[src/rtl/alu_v2_seq.sv]
// alu_v2_seq: command sequencer that drives one ALU_v2 through clear/load/exec and returns its result.
// Optional macro ALU_SEQ_COEF_CACHE_EN skips clear/load when the immediates match the last loaded set.
module alu_v2_seq #(
  parameter int BUS_WIDTH = 8,
  parameter int EXEC_CYC  = 1
) (
  input  logic                 clk,
  input  logic                 rst_n,
  input  logic                 cmd_valid,
  output logic                 cmd_ready,
  input  logic [BUS_WIDTH-1:0] cmd_a,
  input  logic [BUS_WIDTH-1:0] cmd_b,
  input  logic [BUS_WIDTH-1:0] cmd_imm_b,
  input  logic [BUS_WIDTH-1:0] cmd_imm_d,
  input  logic [BUS_WIDTH-1:0] cmd_imm_e,
  output logic [BUS_WIDTH-1:0] alu_data_a,
  output logic [BUS_WIDTH-1:0] alu_data_b,
  output logic [BUS_WIDTH-1:0] alu_imm,
  output logic [2:0]           alu_reg_en,
  output logic                 alu_f_clr,
  input  logic [BUS_WIDTH-1:0] alu_result,
  output logic                 res_valid,
  input  logic                 res_ready,
  output logic [BUS_WIDTH-1:0] res_data,
  output logic                 busy
);
  localparam int CW = $clog2(EXEC_CYC + 1);
  localparam logic [CW-1:0] CNT_INIT = CW'(EXEC_CYC - 1);
  typedef enum logic [2:0] {IDLE, CLR, LD_B, LD_D, LD_E, EXEC, DONE} state_t;
  state_t state_q, state_d;
  logic rdy_q;
  logic [BUS_WIDTH-1:0] a_q, a_d, b_q, b_d, ib_q, ib_d, id_q, id_d, ie_q, ie_d, res_q, res_d;
  logic [CW-1:0] cnt_q, cnt_d;
  logic accept, hit;
  // rdy_q keeps cmd_ready low until the first edge after reset release
  assign cmd_ready = rdy_q && state_q == IDLE;
  assign accept = cmd_valid && cmd_ready;
`ifdef ALU_SEQ_COEF_CACHE_EN
  logic cvld_q, cvld_d;
  logic [BUS_WIDTH-1:0] cb_q, cb_d, cd_q, cd_d, ce_q, ce_d;
  assign hit = cvld_q && cmd_imm_b == cb_q && cmd_imm_d == cd_q && cmd_imm_e == ce_q;
  always_comb begin
    cvld_d = cvld_q || state_q == LD_E;
    cb_d = state_q == LD_E ? ib_q : cb_q;
    cd_d = state_q == LD_E ? id_q : cd_q;
    ce_d = state_q == LD_E ? ie_q : ce_q;
  end
  always_ff @(posedge clk or negedge rst_n)
    if (!rst_n) begin
      cvld_q <= 1'b0;
      cb_q <= '0;
      cd_q <= '0;
      ce_q <= '0;
    end else begin
      cvld_q <= cvld_d;
      cb_q <= cb_d;
      cd_q <= cd_d;
      ce_q <= ce_d;
    end
`else
  assign hit = 1'b0;
`endif
  always_comb begin
    state_d = state_q;
    a_d = a_q;
    b_d = b_q;
    ib_d = ib_q;
    id_d = id_q;
    ie_d = ie_q;
    res_d = res_q;
    cnt_d = cnt_q;
    case (state_q)
      IDLE: if (accept) begin
        a_d = cmd_a;
        b_d = cmd_b;
        ib_d = cmd_imm_b;
        id_d = cmd_imm_d;
        ie_d = cmd_imm_e;
        cnt_d = CNT_INIT;
        state_d = hit ? EXEC : CLR;
      end
      CLR:  state_d = LD_B;
      LD_B: state_d = LD_D;
      LD_D: state_d = LD_E;
      LD_E: state_d = EXEC;
      EXEC: if (cnt_q == '0) begin
        res_d = alu_result;
        state_d = DONE;
      end else cnt_d = cnt_q - 1'b1;
      DONE: state_d = res_ready ? IDLE : DONE;
      default: state_d = IDLE;
    endcase
  end
  always_ff @(posedge clk or negedge rst_n)
    if (!rst_n) begin
      state_q <= IDLE;
      rdy_q <= 1'b0;
      a_q <= '0;
      b_q <= '0;
      ib_q <= '0;
      id_q <= '0;
      ie_q <= '0;
      res_q <= '0;
      cnt_q <= '0;
    end else begin
      state_q <= state_d;
      rdy_q <= 1'b1;
      a_q <= a_d;
      b_q <= b_d;
      ib_q <= ib_d;
      id_q <= id_d;
      ie_q <= ie_d;
      res_q <= res_d;
      cnt_q <= cnt_d;
    end
  assign alu_f_clr = state_q == CLR;
  assign alu_reg_en = {state_q == LD_E, state_q == LD_D, state_q == LD_B};
  assign alu_imm = state_q == LD_B ? ib_q : state_q == LD_D ? id_q : state_q == LD_E ? ie_q : '0;
  assign alu_data_a = state_q == IDLE ? '0 : a_q;
  assign alu_data_b = state_q == IDLE ? '0 : b_q;
  assign res_valid = state_q == DONE;
  assign res_data = res_q;
  assign busy = state_q != IDLE;
endmodule

[config.mk]
export PLATFORM = sky130hd
export DESIGN_NAME = alu_v2_seq
export DESIGN_NICKNAME = d
export VERILOG_FILES = /design/src/rtl/alu_v2_seq.sv
export SDC_FILE = /design/constraint.sdc
export NUM_CORES = 1
export LEC_CHECK = 0
export CAP_MARGIN = 20
export CORE_MARGIN = 2
export CORE_UTILIZATION = 45
export CTS_CLUSTER_DIAMETER = 150
export CTS_CLUSTER_SIZE = 12
export DETAILED_ROUTE_END_ITERATION = 6
export PLACE_DENSITY = 0.81
export SLEW_MARGIN = 20
export SYNTH_ARGS = -nofsm -noshare
export SYNTH_HDL_FRONTEND = slang
export SYNTH_SLANG_ARGS = --single-unit
[constraint.sdc]
create_clock -name clk -period 2.1 [get_ports clk]
set_input_delay 0.42 -clock clk [delete_from_list [all_inputs] [get_ports clk]]
set_output_delay 0.42 -clock clk [all_outputs]
set_load 0.005 [all_outputs]
-- Word level (Yosys, flattened, before mapping)
Cells that the tools add are included.
- bits in registers: 53
- latch bits: 0
- RAM bits: 0
- bits in read-only memories: 0
- input port bits: 52
- output and inout port bits: 39
- word-level logic and storage cells: 40
- memories: 0
- add/subtract/negate cells: 1
- multiply operators: 0
- div/mod/pow operators: 0
- magnitude comparators: 0
- eq/ne operators: 8
- shift operators: 0
- mux-type cells: 12
- bitwise logic cells: 1
- reduce and logical (&&, ||, !) cells: 9
- operators by type and width (cell ; number):
    8-bit 2-to-1 mux ; 5
    3-bit case mux with 7 select lines ; 1
    3-bit == test (second input constant) ; 3
    3-bit 2-to-1 mux ; 3
    2-bit AND reduction ; 4
    3-bit by 2-bit == test with 1-bit output (second input constant) ; 2
    2-bit != test (second input constant) ; 2
    3-bit by 1-bit == test with 1-bit output (second input constant) ; 1
    3-bit zero test ; 1
    3-bit nonzero test ; 1
    1-bit logical AND ; 2
    1-bit 2-to-1 mux ; 2
    1-bit case mux with 2 select lines ; 1
    2-bit nonzero test ; 1
    1-bit NOT ; 1
    1-bit subtractor (second input constant) ; 1

-- Longest topological paths before layout
Gate-level depths: netlist of the first run.
- depth in word-level cells: 5
- mapped depth: 6

-- Worst setup path after synthesis of the first run
OpenSTA, ideal clock, no wires.
- path type: reg-to-reg
- start point: reg state_q[0]
- end point: reg a_q[0]
- setup time: 125 ps
- data arrival time: 1500 ps
- data required time: 1975 ps
- path slack: 475 ps
- stages on the path, launching flop included: 7
- buffers on the path: 3
- period minus slack after synthesis: 1625 ps
- cell sequence: dfrtp_1 -> buf_6 -> nor3_4 -> and3_1 -> buf_6 -> buf_12 -> mux2_4
- cells in the longest elaborated chain, start to end: 4
- ends and longest elaborated chain (what ; RTL line ; source):
    from (decl) ; 30 ; state_t state_q, state_d;
    from (signal assigned) ; 106 ; state_q <= state_d;
    3-bit zero test (*) ; 36, 72 ;
    1-bit logical AND ; 36 ; assign cmd_ready = rdy_q && state_q == IDLE;
    1-bit logical AND ; 37 ; assign accept = cmd_valid && cmd_ready;
    2-bit AND reduction (no source line) (*) ; n/a ;
    to (signal assigned) ; 98 ; a_q <= '0;
    to (signal assigned) ; 108 ; a_q <= a_d;
    to (decl) ; 32 ; logic [BUS_WIDTH-1:0] a_q, a_d, b_q, b_d, ib_q, ib_d, id_q, id_d, ie_q, ie_d, res_q, res_d;
Every way passes the cells marked *; elsewhere a longest branch is shown, timed or not.
A chain may end at the register's enable or synchronous reset.

-- Worst setup path after layout of the first run
- start point: reg state_q[2]
- end point: out alu_imm[5]
- cells in the longest elaborated chain, start to end: 4
- ends and longest elaborated chain (what ; RTL line ; source):
    3-bit == test ; 118 ; assign alu_imm = state_q == LD_B ? ib_q : state_q == LD_D ? id_q : state_q == LD_E ? ie_q : '0;
    8-bit 2-to-1 mux (2 in series) ; 118 ;
    8-bit 2-to-1 mux (*) ; 118 ;
    to (decl) ; 18 ; output logic [BUS_WIDTH-1:0] alu_imm,
Marks and branches as above.

==> report_table.html, run 1 <==
<table>
<tr><th>Metric</th><th>Value</th></tr>
<tr><th colspan="2">Detailed routing</th></tr>
<tr><td>DR vias/cell</td><td>4.87</td></tr>
<tr><td>Iteration-0 DRC Markers</td><td>60</td></tr>
<tr><td>Post-detailed-route DRC marker count</td><td>0</td></tr>
<tr><td>Routed wire length</td><td>5.24 mm</td></tr>
<tr><td>Total iterations of the first detailed-routing run</td><td>4</td></tr>
<tr><td>Antenna-violating nets left</td><td>0</td></tr>
<tr><td>Final routed wire length divided by cell count</td><td>15.1 µm</td></tr>
<tr><td>Via count of the routed design</td><td>1696</td></tr>
<tr><th colspan="2">Logic synthesis</th></tr>
<tr><td>Share of synthesized cell area in and, or, nand and nor gates</td><td>8.55%</td></tr>
<tr><td>Syn Nets</td><td>218</td></tr>
<tr><td>Area share of fa/ha/maj cells after synthesis</td><td>0%</td></tr>
<tr><td>Portion of the post-synthesis area used by sequential elements</td><td>52.0%</td></tr>
<tr><td>Cell count after synthesis</td><td>166</td></tr>
<tr><td>Summed instance area of the synthesized netlist</td><td>0.00250 mm²</td></tr>
<tr><td>Syn Area/Cell</td><td>15.1 µm²</td></tr>
<tr><td>Synth Area in Compound Gates</td><td>6.30%</td></tr>
<tr><td>Share of synthesized area spent on multiplexers</td><td>27.6%</td></tr>
<tr><td>#FFs+latches synth</td><td>52</td></tr>
<tr><td>Number of warning messages in the yosys log</td><td>0</td></tr>
<tr><td>Dominant combinational cell family by area after synthesis</td><td>multiplexers</td></tr>
<tr><td>Fraction of synthesized cell area in xor and xnor cells</td><td>0%</td></tr>
<tr><td>Number of unique standard cell types used by synthesis</td><td>25</td></tr>
<tr><th colspan="2">Cells and area</th></tr>
<tr><td>Layout-stage area growth over the synthesis result</td><td>48.7%</td></tr>
<tr><td>Final nets</td><td>327</td></tr>
<tr><td>Fraction of layout instances using a drive strength above 1</td><td>33.0%</td></tr>
<tr><td>Non-filler cells in the finished layout</td><td>348</td></tr>
<tr><td>Final design area excluding fillers</td><td>0.00372 mm²</td></tr>
<tr><td>Number of antenna repair diodes</td><td>0</td></tr>
<tr><th colspan="2">Power</th></tr>
<tr><td>P_leak</td><td>1.76 nW</td></tr>
<tr><td>Total power density per cell area</td><td>1380 mW/mm²</td></tr>
<tr><td>Sequential Power Share</td><td>35.0%</td></tr>
<tr><td>Net switching share of the total power</td><td>28.7%</td></tr>
<tr><td>Cell-internal power</td><td>3.68 mW</td></tr>
<tr><td>Clock network power share</td><td>11.1%</td></tr>
<tr><td>Share of total power in combinational logic</td><td>53.9%</td></tr>
<tr><td>Largest voltage drop on the vdd net</td><td>0.603 mV</td></tr>
<tr><td>Power, Total</td><td>5.15 mW</td></tr>
<tr><td>Switching power</td><td>1.48 mW</td></tr>
<tr><th colspan="2">Clock tree</th></tr>
<tr><td>Count of clock tree sinks</td><td>52</td></tr>
<tr><td>Buffer cell driving the clock tree root</td><td>clkbuf_8</td></tr>
<tr><td>Level count of the clock H-tree</td><td>2</td></tr>
<tr><td>Clock transition at the registers of the reported paths</td><td>90 ps</td></tr>
<tr><td>TritonCTS clock tree</td><td>built</td></tr>
<tr><td>Max Buffers Root-to-Sink</td><td>2</td></tr>
<tr><td>Clock latency of the later-clocked register in the worst-skew pair</td><td>300 ps</td></tr>
<tr><td>Number of buffers added by the clock tree synthesis step</td><td>5</td></tr>
<tr><th colspan="2">Die</th></tr>
<tr><td>Width of the die</td><td>78.6 µm</td></tr>
<tr><td>Initial cell density of the core</td><td>46.0%</td></tr>
<tr><td>Row Count</td><td>27</td></tr>
<tr><td>Top Ports</td><td>91</td></tr>
<tr><td>Standard cell core area</td><td>0.00544 mm²</td></tr>
<tr><td>Die height</td><td>78.6 µm</td></tr>
<tr><td>Total die area</td><td>0.00618 mm²</td></tr>
<tr><th colspan="2">STA</th></tr>
<tr><td>Maximum clock rate</td><td>0.442 GHz</td></tr>
<tr><td>Period utilization</td><td>108%</td></tr>
<tr><td>Number of hold-slack violations in the final timing report</td><td>0</td></tr>
<tr><td>Transition time at the pin with the least slew margin</td><td>614 ps</td></tr>
<tr><td>Worst setup skew after layout</td><td>5.23 ps</td></tr>
<tr><td>Total of endpoints with negative setup slack in the final report</td><td>15</td></tr>
<tr><td>Setup repair after global routing missed its margin</td><td>yes</td></tr>
<tr><td>Period minus WS final</td><td>2260 ps</td></tr>
<tr><td>Final worst setup slack</td><td>-163 ps</td></tr>
<tr><td>Worst max-slew margin expressed relative to the limit</td><td>59.1%</td></tr>
<tr><td>Final Max Slew Viols</td><td>0</td></tr>
<tr><th colspan="2">Setup path</th></tr>
<tr><td>Worst setup path category</td><td>flop to output port</td></tr>
<tr><td>R2r worst-path depth</td><td>7</td></tr>
<tr><td>Maximum fanout count along the critical path</td><td>5</td></tr>
<tr><td>Data arrival at the endpoint of the critical path</td><td>1840 ps</td></tr>
<tr><td>Kind of launch point of the worst setup path</td><td>flop</td></tr>
<tr><td>Data required, critical path</td><td>1680 ps</td></tr>
<tr><td>Critical Path Sink Type</td><td>output port</td></tr>
<tr><th colspan="2">Placement</th></tr>
<tr><td>Final weighted congestion in routability-driven placement</td><td>0.775</td></tr>
<tr><td>Placed Cells</td><td>327</td></tr>
<tr><td>Worst setup slack after placement</td><td>17.0 ps</td></tr>
<tr><td>Total half-perimeter wirelength after legalization and detailed placement</td><td>3.74 mm</td></tr>
<tr><td>Post-placement cell area</td><td>0.00349 mm²</td></tr>
<tr><td>Number of buffers added on ports</td><td>90</td></tr>
<tr><th colspan="2">Run</th></tr>
<tr><td>Max-cap violations</td><td>0</td></tr>
<tr><th colspan="2">Global route</th></tr>
<tr><td>Global-route wire length before repair</td><td>8.08 mm</td></tr>
<tr><td>Pin count of the biggest net entering global routing</td><td>30</td></tr>
<tr><td>Global Route Usage Sum</td><td>16.9%</td></tr>
<tr><td>Grt total ovfl</td><td>0</td></tr>
<tr><td>Initial antenna violation count</td><td>0</td></tr>
<tr><td>Number of global-route vias before repair</td><td>1692</td></tr>
<tr><th colspan="2">Run status</th></tr>
<tr><td>Failing checks</td><td>negative setup slack</td></tr>
<tr><td>Outcome</td><td>finished with violations</td></tr>
<tr><th colspan="2">Worst hold path</th></tr>
<tr><td>Class of the most critical hold timing path</td><td>primary input to async pin</td></tr>
</table>
stage by stage:
| stage | hold slack, ps | utilization, % | TNS (ps) |
|---|---|---|---|
| 3_3_place_gp | 482 | 64.1 | 0 |
| 2_1_floorplan | 124 | - | 0 |
| 3_5_place_dp | 474 | 64.1 | 0 |
| 5_1_grt | 171 | 68.4 | -3090 |
| 4_1_cts | 139 | 66.7 | -3080 |
| 6_report | 126 | 68.4 | -1670 |
state kept, by name, indices dropped and copies added (netlist names):
register	flops
a_q	8
b_q	8
ib_q	8
id_q	8
ie_q	8
rdy_q	1
res_data	8
state_q	3
final cells by class:
type,count,area [µm²]
clock buffers,7,86.3
clock inverters,1,7.51
fillers,412,1720
inverters,1,3.75
multi-input cells,100,1090
flip-flops and latches,52,1300
well taps,72,90.1
repair buffers,115,1140
routing by layer:
metal	track usage, %	up-vias	wire, µm	share of wire (%)
li1	-	801	-	-
met1	21.1	835	2250	43
met2	29.2	54	2660	51
met3	4.60	6	288	5.5
met4	3.68	0	43	0.82
met5	0	-	0	0
cell usage after synthesis:
cell	number	area share [%]
a211oi_1	2	0.60
a21o_1	1	0.30
a22oi_1	8	2.4
and2_1	2	0.50
and2b_1	8	2.4
and3_1	1	0.25
and3b_1	1	0.35
buf_12	4	3.2
buf_2	3	0.60
buf_6	2	0.90
clkbuf_1	4	0.60
conb_1	1	0.15
dfrtp_1	52	52
inv_1	1	0.15
mux2_2	8	3.6
mux2_4	40	24
nand2_1	2	0.30
nand2b_1	1	0.25
nand3b_1	2	0.60
nor2_1	1	0.15
nor2b_1	10	2.5
nor3_4	1	0.65
nor3b_1	2	0.60
o21ai_0	1	0.20
o2bb2ai_1	8	2.8
logic make-up (layout without fill, tap and decap cells):
logic type | count (synthesis) | after routing
and+or+nand+nor | 31 | 31
AOI/OAI and AO/OA | 20 | 20
buffers and inverters | 14 | 124
muxes | 48 | 48
DFF | 52 | 52
other | 1 | 1
power groups by stage:
stage          logic [mW]  registers (mW)  clock network, mW
2_1_floorplan        1.47            1.72                  0
3_3_place_gp         2.58            1.78                  0
3_5_place_dp         2.65            1.80                  0
4_1_cts              2.72            1.79              0.603
5_1_grt              2.97            1.87              0.630
6_report             2.78            1.80              0.573
layout by cell type (no fill, tap or decap), types with 2 or more instances in the layout:
| master | instances |
|---|---|
| clkdlybuf4s50_1 | 73 |
| dfrtp_1 | 51 |
| mux2_4 | 40 |
| buf_4 | 20 |
| nor2b_1 | 9 |
| dlymetal6s2s_1 | 9 |
| and2b_1 | 8 |
| mux2_2 | 8 |
| o2bb2ai_1 | 7 |
| a22oi_1 | 6 |
| clkbuf_8 | 6 |
| dlygate4sd2_1 | 5 |
| buf_12 | 4 |
| nor3b_1 | 2 |
| a22oi_2 | 2 |
| nand3b_1 | 2 |
| nand2_1 | 2 |
| a211oi_1 | 2 |
| clkbuf_2 | 2 |
critical path, cell delays in order (launching register included):
cell and delay [ps]:
dfrtp_1 380, buf_6 130, nor2b_1 150, buf_4 150
a22oi_1 70, o2bb2ai_1 150, clkdlybuf4s50_1 520
what timing repair did:
item,CTS,global route
pin swaps,2,4
endpoints found under the setup margin,30,26
resized for setup,10,18
setup buffers,5,8
hold buffers,0,0
final timing paths:
check	start	to	slack [ps]
min in group clk	res_data[0]	res_data[0]	510
max in group asynchronous	rst_n	a_q[4]	1360
hold / removal	rst_n	b_q[5]	130
setup reg to reg	state_q[1]	id_q[2]	180
setup / recovery	state_q[2]	alu_imm[5]	-160
hold reg to reg	res_data[0]	res_data[0]	510
(Power assumes the default switching activity.)
==> inputs of run 2 (changes only) <==
- GPL_ROUTABILITY_DRIVEN: default -> 1
==> results of run 2 <==
The final DEF is identical to that of run 1; final timing and power are the same.
